==> config.mk <==
export PLATFORM = sky130hd
export DESIGN_NAME = datainf_rr_arbiter
export DESIGN_NICKNAME = d
export VERILOG_FILES = /design/src/rtl/datainf_rr_arbiter.sv
export SDC_FILE = /design/constraint.sdc
export NUM_CORES = 1
export LEC_CHECK = 0
export ABC_AREA = 1
export BUFFER_PORTS_ARGS = -buffer_cell sky130_fd_sc_hd__buf_2
export CAP_MARGIN = 20
export CORE_ASPECT_RATIO = 0.75
export CORE_MARGIN = 1.5
export CORE_UTILIZATION = 50
export DETAILED_ROUTE_END_ITERATION = 12
export PLACE_DENSITY = 0.9
export RECOVER_POWER = 25
export SYNTH_ARGS = -nofsm -noshare
export SYNTH_HDL_FRONTEND = slang
export SYNTH_SLANG_ARGS = --single-unit
==> constraint.sdc <==
create_clock -name clock -period 4 [get_ports clock]
set_clock_uncertainty 0.05 [all_clocks]
set_input_delay 1.2 -clock clock [delete_from_list [all_inputs] [get_ports clock]]
set_output_delay 1.2 -clock clock [all_outputs]
set_load 0.1 [all_outputs]
==> src/rtl/datainf_rr_arbiter.sv <==
// datainf_rr_arbiter
// Round-robin merge of NUM valid/ready requester streams onto one registered
// downstream stream. A grant lasts up to BURST beats and always passes through
// one IDLE arbitration cycle before the next owner is chosen. Masked requesters
// are permanently ready and have their data silently discarded.

module datainf_rr_arbiter #(
  parameter int NUM   = 4,
  parameter int DSIZE = 8,
  parameter int BURST = 4
) (
  input  logic                     clock,
  input  logic                     rst,
  input  logic [NUM-1:0]           mask,
  input  logic [NUM-1:0]           s_valid,
  input  logic [NUM*DSIZE-1:0]     s_data,
  output logic [NUM-1:0]           s_ready,
  output logic                     m_valid,
  output logic [DSIZE-1:0]         m_data,
  input  logic                     m_ready,
  output logic [$clog2(NUM)-1:0]   grant_id,
  output logic                     busy
);

  localparam int GW = $clog2(NUM);
  localparam int CW = $clog2(BURST + 1);

  localparam logic [0:0] ST_IDLE = 1'b0;
  localparam logic [0:0] ST_BUSY = 1'b1;

  localparam logic [CW-1:0] LAST_BEAT  = CW'(BURST - 1);
  localparam logic [GW-1:0] RESET_LAST = GW'(NUM - 1);

  logic [0:0]       state;
  logic [GW-1:0]    last;
  logic [CW-1:0]    cnt;

  logic [NUM-1:0]   req;
  logic [GW-1:0]    cand;
  logic [GW-1:0]    pick;
  logic             found;

  logic             owner_valid;
  logic             owner_mask;
  logic [DSIZE-1:0] owner_data;
  logic             owner_ready;
  logic             xfer;
  logic             release_grant;

  assign req         = s_valid & ~mask;
  assign owner_ready = !m_valid || m_ready;
  assign xfer        = (state == ST_BUSY) && owner_valid && !owner_mask && owner_ready;
  assign release_grant = (state == ST_BUSY) &&
                         ((xfer && (cnt == LAST_BEAT)) || !owner_valid || owner_mask);
  assign busy        = (state == ST_BUSY);

  // Rotating-priority search: first active request after the previous owner
  always_comb begin
    pick  = '0;
    found = 1'b0;
    cand  = '0;
    for (int k = 1; k <= NUM; k++) begin
      cand = GW'((int'(last) + k) % NUM);
      if (!found && req[cand]) begin
        pick  = cand;
        found = 1'b1;
      end
    end
  end

  // Select the current owner's valid, mask and data lanes
  always_comb begin
    owner_valid = 1'b0;
    owner_mask  = 1'b0;
    owner_data  = '0;
    for (int i = 0; i < NUM; i++) begin
      if (grant_id == GW'(i)) begin
        owner_valid = s_valid[i];
        owner_mask  = mask[i];
        owner_data  = s_data[i*DSIZE +: DSIZE];
      end
    end
  end

  // Masked lanes always drain; only the unmasked owner sees the output slot
  always_comb begin
    s_ready = mask;
    for (int i = 0; i < NUM; i++) begin
      if ((state == ST_BUSY) && (grant_id == GW'(i)) && !mask[i]) begin
        s_ready[i] = owner_ready;
      end
    end
  end

  // Grant state machine: arbitrate in IDLE, count beats and release in BUSY
  always_ff @(posedge clock) begin
    if (rst) begin
      state    <= ST_IDLE;
      grant_id <= '0;
      last     <= RESET_LAST;
      cnt      <= '0;
    end else if (state == ST_IDLE) begin
      if (found) begin
        state    <= ST_BUSY;
        grant_id <= pick;
        cnt      <= '0;
      end
    end else begin
      if (xfer) begin
        cnt <= cnt + CW'(1);
      end
      if (release_grant) begin
        state <= ST_IDLE;
        last  <= grant_id;
      end
    end
  end

  // Registered output slot: load on transfer, empty when drained downstream
  always_ff @(posedge clock) begin
    if (rst) begin
      m_valid <= 1'b0;
      m_data  <= '0;
    end else if (xfer) begin
      m_valid <= 1'b1;
      m_data  <= owner_data;
    end else if (m_ready) begin
      m_valid <= 1'b0;
    end
  end

endmodule

After elaboration in Yosys (flattened, before gate mapping)
Index checks and enable logic that the tools add are counted.
{"block": "totals", "reg_bits": 17, "wordCells": 98}
{"block": "op_classes", "n_lt_le_gt_ge": 4, "n_bitwise": 3, "reduce_logical": 35, "addsub": 5, "n_mux": 40, "n_eq_ne": 5}
{"op": "8-bit two-way mux", "count": 4}
{"op": "1-bit two-way mux", "count": 25}
{"op": "1-bit logical AND", "count": 16}
{"op": "2-bit by 3-bit less-than comparator with 1-bit output (second input constant)", "count": 4}
{"op": "1-bit zero test", "count": 10}
{"op": "3-bit two-way mux", "count": 3}
{"op": "1-bit binary-select mux with 2-bit select", "count": 4}
{"op": "2-bit two-way mux", "count": 4}
{"op": "2-bit AND reduction", "count": 3}
{"op": "2-bit by 1-bit adder with 2-bit output (second input constant)", "count": 2}
{"op": "2-bit adder (second input constant)", "count": 2}
{"op": "4-bit bitwise AND", "count": 1}
{"op": "2-bit == test (second input constant)", "count": 2}
{"op": "4-bit inverter", "count": 1}
{"op": "2-bit nonzero test", "count": 2}
{"op": "3-bit by 1-bit adder with 3-bit output (second input constant)", "count": 1}
{"op": "3-bit by 2-bit == test with 1-bit output (second input constant)", "count": 1}
{"op": "1-bit logical OR", "count": 3}
{"op": "2-bit by 1-bit == test with 1-bit output (second input constant)", "count": 1}
{"op": "2-bit zero test", "count": 1}
{"op": "2-bit by 1-bit inequality test with 1-bit output (second input constant)", "count": 1}
{"op": "1-bit inverter", "count": 1}

Logic depth before layout (Yosys ltp)
Gate-level depths: netlist of run 1.
{"block": "depth", "depth_word": 16, "mapped_depth": 13, "ltp_nobuf": 12}

Worst setup path before layout of run 1
OpenSTA, ideal clock, no wires.
{"block": "synth_path", "path_type": "input port to output port", "start": "input port m_ready", "end": "output port s_ready[1]", "setup_slack_ps": -967, "t_arrival_ps": 3717, "path_stages": 4, "cell_sequence": "nor2_1 nor2_4 inv_2 o31ai_1"}
{"block": "synth_between", "elab_chain_len": 2}
{"element": "from (decl)", "line_no": "20", "text": "input logic m_ready,"}
{"element": "1-bit logical OR", "line_no": "51", "text": "assign owner_ready = !m_valid || m_ready;"}
{"element": "1-bit two-way mux", "line_no": "89", "text": "if ((state == ST_BUSY) && (grant_id == GW'(i)) && !mask[i]) begin"}
{"element": "to (decl)", "line_no": "17", "text": "output logic [NUM-1:0] s_ready,"}
Every way passes these cells.

Final worst setup path of run 1
Same ends and word-level chain as after synthesis.

==> results of run 1 <==
==> flip-flops by register name (all words and copies together) (netlist names) <==
register and count:
m_valid 1, busy 1, cnt 3, grant_id 2
last 2, m_data 8
==> metrics by stage <==
stage | TNS, ns | instances | worst slack (ns) | total power [uW] | area, um2
floorplan | -0.279 | 194 | -0.0999 | 1070 | 1270
global placement | 0 | 280 | 0.522 | 1190 | 1550
detailed placement | 0 | 280 | 0.515 | 1200 | 1550
CTS | 0 | 284 | 0.515 | 1290 | 1580
global route | 0 | 284 | 0.468 | 1370 | 1560
finish | 0 | 284 | 0.508 | 1280 | 1560
==> critical path, cell delays in order <==
cell and delay [ns]:
buf_2 0.09, nor2_1 0.07, nor2_4 0.18, inv_2 0.08
o31ai_2 0.16, buf_2 0.45
==> per-layer routing <==
| metal | routed length (um) | part of all wire [%] |
|---|---|---|
| met1 | 1580 | 47 |
| met5 | 0 | 0 |
| met4 | 38 | 1.1 |
| met3 | 214 | 6.4 |
| met2 | 1510 | 45 |
==> cell type report <==
type	instances	area share (%)
clock buffer	3	1.45
timing repair buffer	58	18.6
sequential	17	21.8
multi-input combinational	149	49.2
tap	34	2.73
inverter	22	5.70
clock inverter	1	0.482
==> worst max-delay path by stage <==
| stage | startpoint | end | depth (start not counted) |
|---|---|---|---|
| after floorplan | m_ready | s_ready[1] | 4 |
| after global placement | m_ready | s_ready[1] | 6 |
| after detailed placement | m_ready | s_ready[1] | 6 |
| after CTS | m_ready | s_ready[1] | 6 |
| after global routing | m_ready | s_ready[1] | 6 |
| final | m_ready | s_ready[1] | 6 |
==> logic make-up (layout without fill, tap and decap cells) <==
family                   count (synthesis)  in the layout  synth area share [%]
AO/OA/AOI/OAI                           33             33                  17.7
flip-flops                              17             17                  26.9
buffers and inverters                   28             84                  11.9
AND/OR/NAND/NOR                        114            114                  41.5
adder cells (fa/ha/maj)                  2              2                  1.98
==> power by group <==
group	internal, uW	total [uW]	switching (uW)
logic	209	906	697
registers	220	281	61.1
clock network	38.0	95.7	57.7
==> synthesized netlist by cell type, drive strengths merged <==
cell type    count  area [um2]
buf              5        47.5
or2              1        6.26
nand4            3        18.8
a221oi           6        52.6
a211oi           2        25.0
o21ai           13        65.1
ha               2        25.0
nor2            20        90.1
nand2           61         258
o31ai            1        7.51
clkinv           2        8.75
a21boi           1        7.51
o211ai           3        27.5
inv             20        85.1
nand3b           1        7.51
dfxtp           17         340
nand3           28         145
a21oi            7        38.8
dlygate4sd1      1        8.76
==> cells in the final DEF (no fill, tap or decap), drive strengths merged <==
cell and count:
clkbuf 4, inv 18, a221oi 6, or2 1
dfxtp 17, nand2 61, nand3 28, a211oi 2
a21oi 7, nor2 20, buf 57, clkinv 2
o211ai 3, a21boi 1, clkinvlp 3, o21ai 13
nand3b 1, ha 2, o31ai 1, nand4 3
==> impl_results.md, run 1 <==
* Area of the core at 2350 um2
* Nets at 296
* Final Cycle Share at 87.3%
* Final-report max-slew violation count at 0
* Layout area overhead at 23.1%
* Hold_ws at 0.437 ns
* Class of the worst hold path: reg -> reg
* Wire per inst at 11.8 um
* IO buf count at 58
* DRT Wirelength at 3.34 mm
* GRT met2 Usage at 41.7%
* Core Rows at 15
* Pwr Density at 824 nW/um2
* Largest net degree at the start of global routing at 20
* Max Root-Sink Buffers at 2
* Vias per inst at 5.28
* Seq/Total Area, Yosys at 26.9%
* TritonCTS clock tree: yes
* CP max FO at 3
* Hold path depth at 2
* Share of layout cells above drive strength 1 at 32.8%
* CP required at 2.75 ns
* Initial DRC count at 60
* P_leak at 0.000801 uW
* Worst skew pair latency at 0.29 ns
* Final hold vios at 0
* Synthesis Warnings at 0
* Reg-to-reg setup timing slack at 1.59 ns
* Slew margin rel. at 60.0%
* Synth unique cells at 33
* Starting Density at 53.9%
* Syn avg cell area at 6.52 um2
* Initial antenna violation count at 0
* TritonRoute pass-1 iters at 4
* Worst Reg-to-Reg Cells at 9
* Fill cell count at 237
* Top Ports at 59
* Die width at 61.1 um
* RSZ-0062 raised after global routing: false
* Multi-input gate area at 767 um2
* Worst EP arrival at 2.24 ns
* Startpoint Class: primary input
* Hold Path Sink: cnt[2]$_SDFFE_PP0P_
* Antenna-violating nets left at 0
* Outcome: finished clean
* Gr ovfl total at 0
* Post-DP HPWL at 2.66 mm
* Minimum clock period at 3.49 ns
* Clock sink total at 17
* Cell Area, Synth at 1260 um2
* CTS root buffer: clkbuf_4
* Worst VDD drop at 446 uV
* Critical R2R Capture: m_data[4]$_SDFFE_PP0P_
* Gr busiest metal: met2
* CTS Hold Bufs at 0
* First-pass GRT wire length at 5.49 mm
* Met3 usage at 7.02%
* CTS H-tree depth at 1
* Gp weighted congestion at 0.883
* Clock transition at path regs at 0.10 ns
* Vias in the first global route at 1311
* Fin util at 66.4%
* # Post-CTS Setup Buffers at 0
* Final setup fails at 0
* Hold path startpoint: cnt[2]$_SDFFE_PP0P_
* Remaining DRCs at 0
* Sequential cell area at 340 um2
* Cells after Synth at 194
* Vias at 1500
* Die Span Y at 46.6 um
* Slew @ Worst Pin at 0.597 ns
* F_max at 286 MHz
* All-Layer GR Usage at 25.8%
* Syn Nets at 239
* Cts bufs inserted at 3
* Critical path class: in -> out
* CP Capture Type: output port
* Diode count at 0
* CTS resizes at 0
* Max cap viols at 0
* Yosys reg bits at 17
* Die ar. at 2840 um2
* Reg-to-Reg Start: grant_id[1]$_SDFFE_PP0P_
* Met1 usage at 35.1%
Note: power is estimated with default switching activity, not from simulation.
==> run 2, diff against run 1 <==
--- a/config.mk
+++ b/config.mk
@@ -9,7 +9,7 @@
 export BUFFER_PORTS_ARGS = -buffer_cell sky130_fd_sc_hd__buf_2
 export CAP_MARGIN = 20
 export CORE_ASPECT_RATIO = 0.75
-export CORE_MARGIN = 1.5
+export CORE_MARGIN = 10
 export CORE_UTILIZATION = 50
 export DETAILED_ROUTE_END_ITERATION = 12
 export PLACE_DENSITY = 0.9
==> constraint.sdc (replaced) <==
create_clock -name clock -period 4 [get_ports clock]
set_clock_uncertainty 0.05 [all_clocks]
set_input_delay 0.2 -clock clock [delete_from_list [all_inputs] [get_ports clock]]
set_output_delay 0.2 -clock clock [all_outputs]
set_load 0.1 [all_outputs]
==> impl_results.md, run 2 (synthesized netlist as in run 1, its figures left out) <==
* Layout area overhead at 23.2% (was 23.1%)
* Most frequent cells in the layout: nand2_1 (57), buf_2 (50), nand3_1 (27) (was nand2_1 (58), buf_2 (57), nand3_1 (27))
* Top Ports at 59 (unchanged)
* Vias at 1452 (was 1500)
* Initial DRC count at 74 (was 60)
* Final instance area at 1560 um2 (about the same)
* CTS root buffer: clkbuf_4 (unchanged)
* Biggest regs: m_data (8), cnt (3) (unchanged)
* Core Rows at 15 (unchanged)
* Crit-path max cell delay at 0.64 ns (was 0.45 ns)
* Largest net degree at the start of global routing at 20 (unchanged)
* Fin cells at 284 (unchanged)
* Worst setup path start: grant_id[0]$_SDFFE_PP0P_ (was m_ready)
* Slew @ Worst Pin at 1.19 ns (was 0.597 ns)
* Gr ovfl total at 0 (unchanged)
* CTS H-tree depth at 1 (unchanged)
* Max Root-Sink Buffers at 2 (unchanged)
* Share of layout cells above drive strength 1 at 30.4% (was 32.8%)
* Antenna-violating nets left at 0 (unchanged)
* IO buf count at 58 (unchanged)
* F_max at 479 MHz (was 286 MHz)
* CP max FO at 13 (was 3)
* Top reg by flops: m_data (unchanged)
* Critical-path top delay cell: dfxtp_1 (was buf_2)
* Max cap viols at 0 (unchanged)
* Cts bufs inserted at 3 (unchanged)
* Wire per inst at 13.3 um (was 11.8 um)
* Logic pwr share at 70.9% (was 70.6%)
* Class of the worst hold path: in -> reg (was reg -> reg)
* Post-DP Area at 1540 um2 (was 1550 um2)
* Die Span Y at 63.6 um (was 46.6 um)
* # Post-CTS Setup Buffers at 0 (unchanged)
* Clock network fraction of design power at 7.3% (was 7.5%)
* Starting Density at 53.5% (was 53.9%)
* Final-report max-slew violation count at 0 (unchanged)
* Worst skew pair latency at 0.30 ns (was 0.29 ns)
* Final Cycle Share at 52.1% (was 87.3%)
* Setup tns final at 0 ns (unchanged)
* RSZ-0062 raised after global routing: false (unchanged)
* CP Capture Type: output port (unchanged)
* Nets at 296 (unchanged)
* Die ar. at 4960 um2 (was 2840 um2)
* Area of the core at 2360 um2 (was 2350 um2)
* Slew margin rel. at 20.9% (was 60.0%)
* Vias per inst at 5.11 (was 5.28)
* Switching pwr at 820 uW (was 816 uW)
* Die width at 78.1 um (was 61.1 um)
* Diode count at 0 (unchanged)
* Startpoint Class: flop (was primary input)
* Number of instances in the placed design at 280 (unchanged)
* Seq pwr share at 21.8% (was 21.9%)
* CP required at 3.75 ns (was 2.75 ns)
* Pwr Density at 825 nW/um2 (was 824 nW/um2)
* Clock sink total at 17 (unchanged)
* Initial antenna violation count at 0 (unchanged)
* Remaining DRCs at 0 (unchanged)
* TritonCTS clock tree: yes (unchanged)
* TritonRoute pass-1 iters at 4 (unchanged)
* CTS Hold Bufs at 0 (unchanged)
* All-Layer GR Usage at 15.0% (was 25.8%)
* Minimum clock period at 2.09 ns (was 3.49 ns)
* Crit path max-delay family: buffers and inverters (unchanged)
* Reg-to-Reg Start: grant_id[0]$_SDFFE_PP0P_ (was grant_id[1]$_SDFFE_PP0P_)
* Final setup fails at 0 (unchanged)
* Int Pwr at 466 uW (was 467 uW)
* Final hold vios at 0 (unchanged)
* First-pass GRT wire length at 6.35 mm (was 5.49 mm)
* P_leak at 0.000787 uW (was 0.000801 uW)
* Switching Fraction at 63.7% (was 63.6%)
* Hold path startpoint: m_ready (was cnt[2]$_SDFFE_PP0P_)
* CP Buf/Inv Count at 2 (was 3)
* Gp weighted congestion at 0.893 (was 0.883)
* Worst VDD drop at 403 uV (was 446 uV)
* Critical path class: reg -> out (was in -> out)
* DRT Wirelength at 3.78 mm (was 3.34 mm)
* Crit-path cells: inv_1, o31ai_1, buf_2 (was buf_2, nor2_1, nor2_4, inv_2, o31ai_2, buf_2)
* Worst EP arrival at 1.84 ns (was 2.24 ns)
* Post-DP HPWL at 3.11 mm (was 2.66 mm)
* Fin util at 65.9% (was 66.4%)
* Outcome: finished clean (unchanged)
* Largest register FFs at 8 (unchanged)
* CTS resizes at 0 (unchanged)
* Most common cell after layout, fill and taps aside: nand2_1 (unchanged)
* Vias in the first global route at 1450 (was 1311)
* Clock transition at path regs at 0.10 ns (about the same)
run 2: changes by cell type in the layout (fill, tap and decap cells not counted), sizes merged:
| cell | previous run | this run |
|---|---|---|
| buf | 57 | 50 |
| clkbuf | 4 | 11 |
| clkinvlp | 3 | 0 |
| inv | 18 | 20 |
| clkinv | 2 | 3 |
run 2: cell type report:
class                      count  area, um2
inverter                      22       93.8
sequential                    17        340
tap                           34       42.5
clock inverter                 1       5.00
clock buffer                   3       22.5
timing repair buffer          58        280
fill                         243        806
multi-input combinational    149        774
run 2: worst register-to-register path, stage by stage (launching register included):
cell and delay [ns]:
dfxtp_1 0.64, inv_1 0.19, nand2_2 0.15, inv_2 0.09
nand2_1 0.06, nand2_1 0.05, a221oi_1 0.26, nand2_1 0.09
o21ai_1 0.09, nor2_1 0.05
run 2: routing by layer:
metal / vias up / global-route usage, % / wire length, um
met2: 50 / 22.7 / 1640
met5: - / 0 / 0
li1: 762 / - / -
met4: 0 / 3.35 / 40
met1: 634 / 17.8 / 1680
met3: 6 / 8.50 / 422
run 2: power by group through the flow:
stage | clock, uW | sequential, uW | combinational (uW)
finish | 93.8 | 280 | 913
global route | 105 | 290 | 1000
CTS | 96.5 | 278 | 920
detailed placement | 0 | 281 | 918
global placement | 0 | 280 | 908
floorplan | 0 | 546 | 517
run 2: path summary, 6_finish.rpt:
kind	end	slack, ns	cells after the start
max	s_ready[1]	1.91	3
min	m_valid$_SDFFE_PP0P_	0.19	4
max reg2reg	m_data[2]$_SDFFE_PP0P_	2.17	9
min reg2reg	cnt[2]$_SDFFE_PP0P_	0.46	2
run 2: per-stage QoR:
stage | power [uW] | hold WS, ns | setup WS (ns)
after floorplan | 1060 | 0.212 | 0.125
final | 1290 | 0.195 | 1.91
after detailed placement | 1200 | 0.426 | 2.26
after global routing | 1400 | 0.191 | 1.77
after global placement | 1190 | 0.426 | 2.28
after CTS | 1290 | 0.185 | 1.94
